===== config.mk =====
export PLATFORM = sky130hd
export DESIGN_NAME = ram_access_arbiter
export DESIGN_NICKNAME = d
export VERILOG_FILES = /design/src/rtl/ram_access_arbiter.sv
export SDC_FILE = /design/constraint.sdc
export NUM_CORES = 1
export LEC_CHECK = 0
export ABC_AREA = 1
export CAP_MARGIN = 20
export CORE_AREA = 8 8 64 108
export DETAILED_ROUTE_END_ITERATION = 16
export DIE_AREA = 0 0 72 116
export DONT_BUFFER_PORTS = 1
export GPL_TIMING_DRIVEN = 1
export MAX_ROUTING_LAYER = met4
export PLACE_DENSITY = 0.6
export SYNTH_ARGS = -nofsm -noshare
export SYNTH_HDL_FRONTEND = slang
export SYNTH_SLANG_ARGS = --single-unit

===== constraint.sdc =====
create_clock -name CLOCK -period 2.8 [get_ports CLOCK]
set_input_delay 0.14 -clock CLOCK [delete_from_list [all_inputs] [get_ports CLOCK]]
set_output_delay 0.14 -clock CLOCK [all_outputs]
set_load 0.02 [all_outputs]

===== src/rtl/ram_access_arbiter.sv =====
// ram_access_arbiter
//   Shares one single-port RAM between the CPU core and the program loader.
//   Every access runs as a short transaction: IDLE (arbitrate) -> ACCESS
//   (drive RAM for one cycle) -> WAIT (reads only, READ_LATENCY cycles) ->
//   ACK (one-cycle completion pulse to the owner).
//
// Ports
//   CLOCK, RESET                 clock, synchronous active-high reset
//   CPU_REQ/WE/ADDR/WDATA        CPU request, held until CPU_ACK
//   CPU_RDATA, CPU_ACK           CPU read data (valid with ACK) and done pulse
//   CPU_STALL                    CPU_REQ & ~CPU_ACK
//   LD_REQ/WE/ADDR/WDATA         loader request, held until LD_ACK
//   LD_RDATA, LD_ACK             loader read data and done pulse
//   LD_LOCK                      blocks new CPU grants while high
//   RAM_EN/WE/ADDR/WDATA         RAM macro control, address and write data
//   RAM_RDATA                    RAM macro read data
//   BUSY                         high whenever the arbiter is not IDLE
module ram_access_arbiter #(
  parameter int ADDR_W       = 8,
  parameter int DATA_W       = 8,
  parameter int READ_LATENCY = 1
) (
  input  logic              CLOCK,
  input  logic              RESET,
  input  logic              CPU_REQ,
  input  logic              CPU_WE,
  input  logic [ADDR_W-1:0] CPU_ADDR,
  input  logic [DATA_W-1:0] CPU_WDATA,
  output logic [DATA_W-1:0] CPU_RDATA,
  output logic              CPU_ACK,
  output logic              CPU_STALL,
  input  logic              LD_REQ,
  input  logic              LD_WE,
  input  logic [ADDR_W-1:0] LD_ADDR,
  input  logic [DATA_W-1:0] LD_WDATA,
  output logic [DATA_W-1:0] LD_RDATA,
  output logic              LD_ACK,
  input  logic              LD_LOCK,
  output logic              RAM_EN,
  output logic              RAM_WE,
  output logic [ADDR_W-1:0] RAM_ADDR,
  output logic [DATA_W-1:0] RAM_WDATA,
  input  logic [DATA_W-1:0] RAM_RDATA,
  output logic              BUSY
);

  typedef enum logic [1:0] {
    S_IDLE   = 2'd0,
    S_ACCESS = 2'd1,
    S_WAIT   = 2'd2,
    S_ACK    = 2'd3
  } state_t;

  localparam logic [2:0] LP_LAT = 3'(READ_LATENCY);

  state_t            r_state;
  logic              r_owner_ld;   // 1 = loader owns the current transaction
  logic              r_last_ld;    // 1 = loader was granted last (CPU wins a tie)
  logic [2:0]        r_cnt;
  logic              r_ram_en;
  logic              r_ram_we;
  logic [ADDR_W-1:0] r_ram_addr;
  logic [DATA_W-1:0] r_ram_wdata;
  logic [DATA_W-1:0] r_cpu_rdata;
  logic [DATA_W-1:0] r_ld_rdata;
  logic              r_cpu_ack;
  logic              r_ld_ack;

  logic              w_cpu_elig;
  logic              w_ld_elig;
  logic              w_grant_any;
  logic              w_grant_ld;

  // Eligibility and round-robin tie-break, evaluated only in IDLE
  always_comb begin
    w_cpu_elig  = CPU_REQ & ~LD_LOCK;
    w_ld_elig   = LD_REQ;
    w_grant_any = w_cpu_elig | w_ld_elig;
    w_grant_ld  = w_ld_elig & (~w_cpu_elig | ~r_last_ld);
  end

  // Transaction FSM with all outputs registered
  always_ff @(posedge CLOCK) begin
    if (RESET) begin
      r_state     <= S_IDLE;
      r_owner_ld  <= 1'b0;
      r_last_ld   <= 1'b1;
      r_cnt       <= 3'd0;
      r_ram_en    <= 1'b0;
      r_ram_we    <= 1'b0;
      r_ram_addr  <= '0;
      r_ram_wdata <= '0;
      r_cpu_rdata <= '0;
      r_ld_rdata  <= '0;
      r_cpu_ack   <= 1'b0;
      r_ld_ack    <= 1'b0;
    end else begin
      case (r_state)
        S_IDLE: begin
          if (w_grant_any) begin
            r_owner_ld  <= w_grant_ld;
            r_last_ld   <= w_grant_ld;
            r_ram_en    <= 1'b1;
            r_ram_we    <= w_grant_ld ? LD_WE    : CPU_WE;
            r_ram_addr  <= w_grant_ld ? LD_ADDR  : CPU_ADDR;
            r_ram_wdata <= w_grant_ld ? LD_WDATA : CPU_WDATA;
            r_state     <= S_ACCESS;
          end else begin
            r_state <= S_IDLE;
          end
        end
        S_ACCESS: begin
          r_ram_en <= 1'b0;
          r_ram_we <= 1'b0;
          // r_ram_we still holds the granted direction during this cycle
          if (r_ram_we) begin
            r_cpu_ack <= ~r_owner_ld;
            r_ld_ack  <= r_owner_ld;
            r_state   <= S_ACK;
          end else begin
            r_cnt   <= LP_LAT;
            r_state <= S_WAIT;
          end
        end
        S_WAIT: begin
          if (r_cnt == 3'd1) begin
            // RAM_RDATA is valid in the last WAIT cycle
            if (r_owner_ld) begin
              r_ld_rdata <= RAM_RDATA;
            end else begin
              r_cpu_rdata <= RAM_RDATA;
            end
            r_cpu_ack <= ~r_owner_ld;
            r_ld_ack  <= r_owner_ld;
            r_cnt     <= 3'd0;
            r_state   <= S_ACK;
          end else begin
            r_cnt   <= r_cnt - 3'd1;
            r_state <= S_WAIT;
          end
        end
        S_ACK: begin
          r_cpu_ack <= 1'b0;
          r_ld_ack  <= 1'b0;
          r_state   <= S_IDLE;
        end
        default: begin
          r_ram_en  <= 1'b0;
          r_ram_we  <= 1'b0;
          r_cpu_ack <= 1'b0;
          r_ld_ack  <= 1'b0;
          r_state   <= S_IDLE;
        end
      endcase
    end
  end

  assign RAM_EN    = r_ram_en;
  assign RAM_WE    = r_ram_we;
  assign RAM_ADDR  = r_ram_addr;
  assign RAM_WDATA = r_ram_wdata;
  assign CPU_RDATA = r_cpu_rdata;
  assign LD_RDATA  = r_ld_rdata;
  assign CPU_ACK   = r_cpu_ack;
  assign LD_ACK    = r_ld_ack;
  assign CPU_STALL = CPU_REQ & ~r_cpu_ack;
  assign BUSY      = (r_state != S_IDLE);

endmodule


==> results of run 1 <==
==> cell families after synthesis <==
kind of cell             share of synthesized area, %
AO/OA/AOI/OAI                                    6.94
XOR/XNOR                                        0.416
adder cells (fa/ha/maj)                          4.15
buffers and inverters                            11.2
flip-flops                                       40.8
AND/OR/NAND/NOR                                  36.4
==> cell usage after synthesis <==
master     n
a21oi_1   23
buf_8      1
nand4_1    1
xor2_1     1
clkinv_1   1
a31oi_1    1
nand2_2    2
inv_2      3
inv_1     32
dfxtp_1   43
o21ai_0    5
nor2_4     1
ha_1       7
buf_12     1
nand2_4    2
nand3_1   36
clkbuf_1   1
nand3_2    1
inv_6      1
nor2_2    24
nor2_1    20
nand2_1   80
buf_6      1
buf_4      3
buf_2      4
==> state kept, by name (all words and copies together), names as in the netlist <==
name,cells
r_owner_ld,1
RAM_WE,1
RAM_ADDR,8
RAM_EN,1
r_last_ld,1
LD_RDATA,8
RAM_WDATA,8
r_state,2
CPU_RDATA,8
LD_ACK,1
r_cnt,3
CPU_ACK,1
==> critical path, cell delays in order (launching register included) <==
cell	delay (ps)
dfxtp_1	340
inv_1	110
ha_1	220
inv_2	70
nor2_4	320
nand2_1	270
nand2_1	120
a21oi_1	60
==> final cells by class <==
type                    count  area [um^2]  share of cell area (%)
inverters                  37          144                    6.46
well taps                  76         95.1                    4.27
clock buffers               6         72.6                    3.26
multi-input cells         204         1010                    45.4
clock inverters             2         12.5                   0.562
repair buffers              2         30.0                    1.35
flip-flops and latches     43          861                    38.7
==> cells in the final DEF, fill, tap and decap left out, types with 2 or more instances in the layout <==
cell type,count
a21oi_1,23
nand3_1,36
ha_1,7
o21ai_0,5
nand2_4,2
inv_2,3
nand2_1,80
nor2_2,24
clkbuf_8,5
nor2_1,20
dfxtp_1,43
nand2_2,2
inv_1,32
==> power groups by stage <==
stage,clock (mW),sequential (mW),combinational [mW]
after floorplan,0,0.906,0.529
after global placement,0,0.947,0.534
after detailed placement,0,0.948,0.545
after CTS,0.398,0.934,0.560
after global routing,0.435,0.948,0.641
final,0.381,0.927,0.549
==> worst paths after layout <==
| kind | startpoint | end | slack, ps |
|---|---|---|---|
| worst max-delay path | r_state[0] | CPU_RDATA[2] | 1170 |
| worst min-delay path | RAM_RDATA[2] | LD_RDATA[2] | 10 |
| worst max register to register | r_state[0] | CPU_RDATA[2] | 1170 |
| worst min register to register | r_cnt[1] | r_cnt[1] | 470 |
==> layer usage <==
layer,track usage (%),routed length (um),vias up
met1,10.8,1760,765
met3,5.63,557,8
met4,4.53,80,0
met2,21.8,2500,70
li1,-,-,910
met5,-,0,-
==> per-stage QoR <==
step	cells	hold WS, ps	utilization, %
2_1_floorplan	295	283	-
3_3_place_gp	360	214	38.7
3_5_place_dp	360	217	38.7
4_1_cts	369	5.75	40.7
5_1_grt	370	0.484	40.8
6_report	370	14.0	40.8
==> summary.md, run 1 <==
| Metric | Value |
|---|---|
| Outcome | completed |
| Die height | 116 um |
| Die W | 72 um |
| # IOs | 85 |
| Clock network fraction of total power | 20.5% |
| N_diodes | 0 |
| Psw | 0.771 mW |
| Warnings, synthesis | 0 |
| Core Area | 5450 um^2 |
| Drt first pass iters | 6 |
| Clock-pin transition on the worst setup and hold timing paths | 80 ps |
| Gpl congestion | 0.795 |
| WS Path Type | flip-flop to flip-flop |
| Via density | 4.74 |
| Die area | 8350 um^2 |
| Clock Tree Root | clkbuf_8 |
| Share of the synthesized area in the top cell type | 40.8% |
| Worst min path class | input pin to flip-flop |
| Clock latency on the worst-skew pair | 290 ps |
| Mean Syn Cell Area | 7.15 um^2 |
| Layout cells sized above 1 | 14.3% |
| Cell Int Power | 1.09 mW |
| Power Total | 1.86 mW |
| Pre-CTS WS | 1200 ps |
| Clock buffer count from CTS | 5 |
| Vias in the first global route | 1,707 |
| Post-route ant nets | 0 |
| Post-CTS setup buffers | 0 |
| Area of the mapped netlist | 2110 um^2 |
| H-tree levels | 2 |
| Starting Density | 38.7% |
| First-pass GRT wire length | 7890 um |
| Critical Path AT | 1800 ps |
| Setup TNS | 0 ps |
| Post-Route WL | 4900 um |
| Part of the power in combinational logic | 29.6% |
| DRC violations left | 0 |
| Post-route setup slack | 1170 ps |
| CP Max Fanout | 19 |
| Detailed-route wire length per cell | 13.2 um |
| Power density over the cells | 834 nW/um^2 |
| Leakage dissipation | 0.991 nW |
| Bufs on Longest Clock Path | 2 |
| Slew headroom | 74.3% |
| # port buffers | 0 |
| All-Layer GR Usage | 12.1% |
| Largest net degree at the start of global routing | 39 |
| Period utilization | 58.2% |
| Count of hold-fix buffers inserted at cts | 1 |
| Post-DP Area | 2110 um^2 |
| Worst EP required | 2980 ps |
| Post-synth cell types | 25 |
| Slew Viols, Final | 0 |
| Vias | 1,753 |
| Finished Cell Area | 2230 um^2 |
| Seq/Total Area, Yosys | 40.8% |
| Largest area contributor in the netlist | dfxtp_1 |
| Final setup fails | 0 |
| DP HPWL | 3830 um |
| TritonCTS clock tree | yes |
| Num Clock Sinks | 43 |
| Switching share of power | 41.5% |
| Final Hold Fails | 0 |
| IR drop worst, VDD | 0.343 mV |
| Gr ovfl total | 0 |
| Number of DRC markers in iteration 0 | 35 |
| Worst hold path depth | 2 |
| Min cycle time layout | 1630 ps |
| Antenna violations before repair | 0 |
| Setup crit end kind | flip-flop |
| Synth area leaders | dfxtp_1 (41%), nand2_1 (14%), nand3_1 (8.5%), nor2_2 (7.1%), inv_1 (5.7%) |
| Final Net Count | 347 |
| Cells on worst reg2reg path | 7 |
| Layout Skew | 4.85 ps |
| Worst-Margin Slew | 386 ps |
| Startpoint Class | flip-flop |
| Post_cts resized | 0 |
| Max Fclk | 614 MHz |
| Synth Net Count | 349 |
| Fillers | 586 |
| Flops & latches, synth | 43 |
| Area growth syn-to-layout | 5.58% |
| Cells after synthesis | 295 |
| RSZ-0062 raised after global routing | no |
| Max-Cap Viols | 0 |
| Seq pwr share | 49.9% |
| Floorplan row count | 36 |
(Power assumes the default switching activity.)
==> run 2: changes to the inputs <==
--- a/config.mk
+++ b/config.mk
@@ -13,7 +13,7 @@
 export DONT_BUFFER_PORTS = 1
 export GPL_TIMING_DRIVEN = 1
 export MAX_ROUTING_LAYER = met4
-export PLACE_DENSITY = 0.6
+export PLACE_DENSITY = 0.62
 export SYNTH_ARGS = -nofsm -noshare
 export SYNTH_HDL_FRONTEND = slang
 export SYNTH_SLANG_ARGS = --single-unit
==> constraint.sdc (replaced) <==
create_clock -name CLOCK -period 1.45 [get_ports CLOCK]
set_input_delay 0.0725 -clock CLOCK [delete_from_list [all_inputs] [get_ports CLOCK]]
set_output_delay 0.0725 -clock CLOCK [all_outputs]
set_load 0.02 [all_outputs]
==> run 2 against run 1 <==
Net effect: sequential share of layout area down 6.9 points; core utilization up 8.9 points; die area unchanged; combinational power up 130%; clock skew down 1.0 ps; flip-flop and latch count unchanged; first-iteration DRC count up 71%; routed wire length up 15%; setup slack worse by 1100 ps; fmax up 20%; critical endpoint is now RAM_ADDR[7]; largest power group unchanged.
==> summary.md, run 2 (synthesis results as in run 1) <==
| Metric | Value |
|---|---|
| Outcome | completed (unchanged) |
| Power density over the cells | 1480 nW/um^2 (was 834 nW/um^2) |
| Startpoint Class | flip-flop (unchanged) |
| Antenna violations before repair | 0 (unchanged) |
| Vias in the first global route | 2,048 (was 1,707) |
| Reg2reg setup slack | 90 ps (was 1170 ps) |
| Gr ovfl total | 0 (unchanged) |
| # port buffers | 0 (unchanged) |
| Worst EP required | 1640 ps (was 2980 ps) |
| Core Area | 5450 um^2 (unchanged) |
| TritonCTS clock tree | yes (unchanged) |
| Largest net degree at the start of global routing | 40 (was 39) |
| Worst min path class | input pin to flip-flop (unchanged) |
| DRC violations left | 0 (unchanged) |
| Max Fclk | 735 MHz (was 614 MHz) |
| Via density | 4.73 (was 4.74) |
| Max-Cap Viols | 0 (unchanged) |
| Cells on worst reg2reg path | 7 (unchanged) |
| Worst-Margin Slew | 373 ps (was 386 ps) |
| Setup TNS | 0 ps (unchanged) |
| Final setup fails | 0 (unchanged) |
| Hold Path End | RAM_WDATA[3] (was LD_RDATA[2]) |
| N_diodes | 0 (unchanged) |
| Slew headroom | 75.0% (was 74.3%) |
| Clock-pin transition on the worst setup and hold timing paths | 80 ps (about the same) |
| First-pass GRT wire length | 9490 um (was 7890 um) |
| CP Max Fanout | 32 (was 19) |
| Layout cells sized above 1 | 16.2% (was 14.3%) |
| Critical Path AT | 1550 ps (was 1800 ps) |
| IR drop worst, VDD | 0.898 mV (was 0.343 mV) |
| Commonest non-fill, non-tap cell in the layout | nand2_1 (unchanged) |
| Placed Cells | 367 (was 360) |
| Commonest cells after routing, fill and taps aside | nand2_1 (78), dfxtp_1 (43), dlygate4sd3_1 (39), nand3_1 (36), inv_1 (32) (was nand2_1 (80), dfxtp_1 (43), nand3_1 (36), inv_1 (32), nor2_2 (24)) |
| Die height | 116 um (unchanged) |
| Layout Skew | 3.82 ps (was 4.85 ps) |
| WS Path Type | flip-flop to flip-flop (unchanged) |
| Worst hold path depth | 4 (was 2) |
| Post-DP Area | 2160 um^2 (was 2110 um^2) |
| Leakage dissipation | 1.21 nW (was 0.991 nW) |
| Die area | 8350 um^2 (unchanged) |
| Period utilization | 93.8% (was 58.2%) |
| Floorplan row count | 36 (unchanged) |
| Fillers | 523 (was 586) |
| Final Hold Fails | 0 (unchanged) |
| Setup crit end kind | flip-flop (unchanged) |
| Crit. Startpoint | r_state[0] (unchanged) |
| Finished Cell Area | 2710 um^2 (was 2230 um^2) |
| Bufs on Longest Clock Path | 2 (unchanged) |
| Gpl congestion | 0.755 (was 0.795) |
| Post-route insts no fill | 415 (was 370) |
| Starting Density | 38.7% (unchanged) |
| Vias | 1,961 (was 1,753) |
| Num Clock Sinks | 43 (unchanged) |
| Clock Tree Root | clkbuf_8 (unchanged) |
| # IOs | 85 (unchanged) |
| Die W | 72 um (unchanged) |
| All-Layer GR Usage | 14.5% (was 12.1%) |
| Post-route ant nets | 0 (unchanged) |
| Number of DRC markers in iteration 0 | 60 (was 35) |
| Power Total | 4.01 mW (was 1.86 mW) |
| Clock latency on the worst-skew pair | 290 ps (about the same) |
| Clock buffer count from CTS | 5 (unchanged) |
| Min cycle time layout | 1360 ps (was 1630 ps) |
| Final Net Count | 392 (was 347) |
| Area growth syn-to-layout | 28.5% (was 5.58%) |
| DP HPWL | 3780 um (was 3830 um) |
| Post-Route WL | 5610 um (was 4900 um) |
| H-tree levels | 2 (unchanged) |
| Worst r2r src | r_state[0] (unchanged) |
| Slew Viols, Final | 0 (unchanged) |
| RSZ-0062 raised after global routing | yes (was no) |
| Drt first pass iters | 4 (was 6) |
| Detailed-route wire length per cell | 13.5 um (was 13.2 um) |
| RR Endpoint | RAM_ADDR[7] (was CPU_RDATA[2]) |
| Hold Startpoint | CPU_WDATA[3] (was RAM_RDATA[2]) |
-- run 2: worst max-delay path by stage --
stage                        end  cells past startpoint
finish               RAM_ADDR[7]                      7
global route            r_cnt[0]                      7
CTS                  LD_RDATA[6]                      7
detailed placement   LD_RDATA[6]                      7
global placement     LD_RDATA[5]                      7
floorplan           CPU_RDATA[0]                      7
-- run 2: cell type report --
class,count,area (um^2),share of cell area (%)
clock buffers,6,82.6,3.05
multi-input cells,204,1020,37.8
inverters,37,146,5.40
repair buffers,47,467,17.2
clock inverters,2,35.0,1.29
well taps,76,95.1,3.51
flip-flops and latches,43,861,31.8
-- run 2: critical path, stage by stage, from the launching register on --
cell and delay (ps):
dfxtp_1 330, inv_1 110, ha_2 240, nand2_4 100, inv_8 190, nand3_1 140
nand2_1 100, inv_1 40
-- run 2: where the power goes --
group	internal [mW]	switching (mW)	total [mW]
registers	1.40	0.375	1.77
logic	0.503	0.779	1.28
clock network	0.557	0.398	0.955
-- run 2: through the flow --
| stage | hold WS, ps | setup WS (ps) | util, % |
|---|---|---|---|
| 3_5_place_dp | 151 | 55.6 | 39.7 |
| 4_1_cts | 0.286 | 32.0 | 49.4 |
| 3_3_place_gp | 150 | 108 | 39.7 |
| 6_report | 7.37 | 90.4 | 49.7 |
| 2_1_floorplan | 215 | 160 | - |
| 5_1_grt | 33.2 | -21.8 | 49.7 |
-- run 2: timing repair --
| item | 4_1_cts | 5_1_grt |
|---|---|---|
| endpoints found under the hold margin | 39 | 0 |
| endpoints found under the setup margin | 0 | 36 |
| hold buffers | 40 | 0 |
| setup buffers | 0 | 0 |
| resized for setup | 0 | 9 |
-- run 2: layer usage --
metal	vias to the layer above	wire [um]	global-route usage, %
met4	0	48	3.57
li1	998	-	-
met5	-	0	-
met2	81	3030	27.0
met3	4	523	5.81
met1	878	2010	13.2
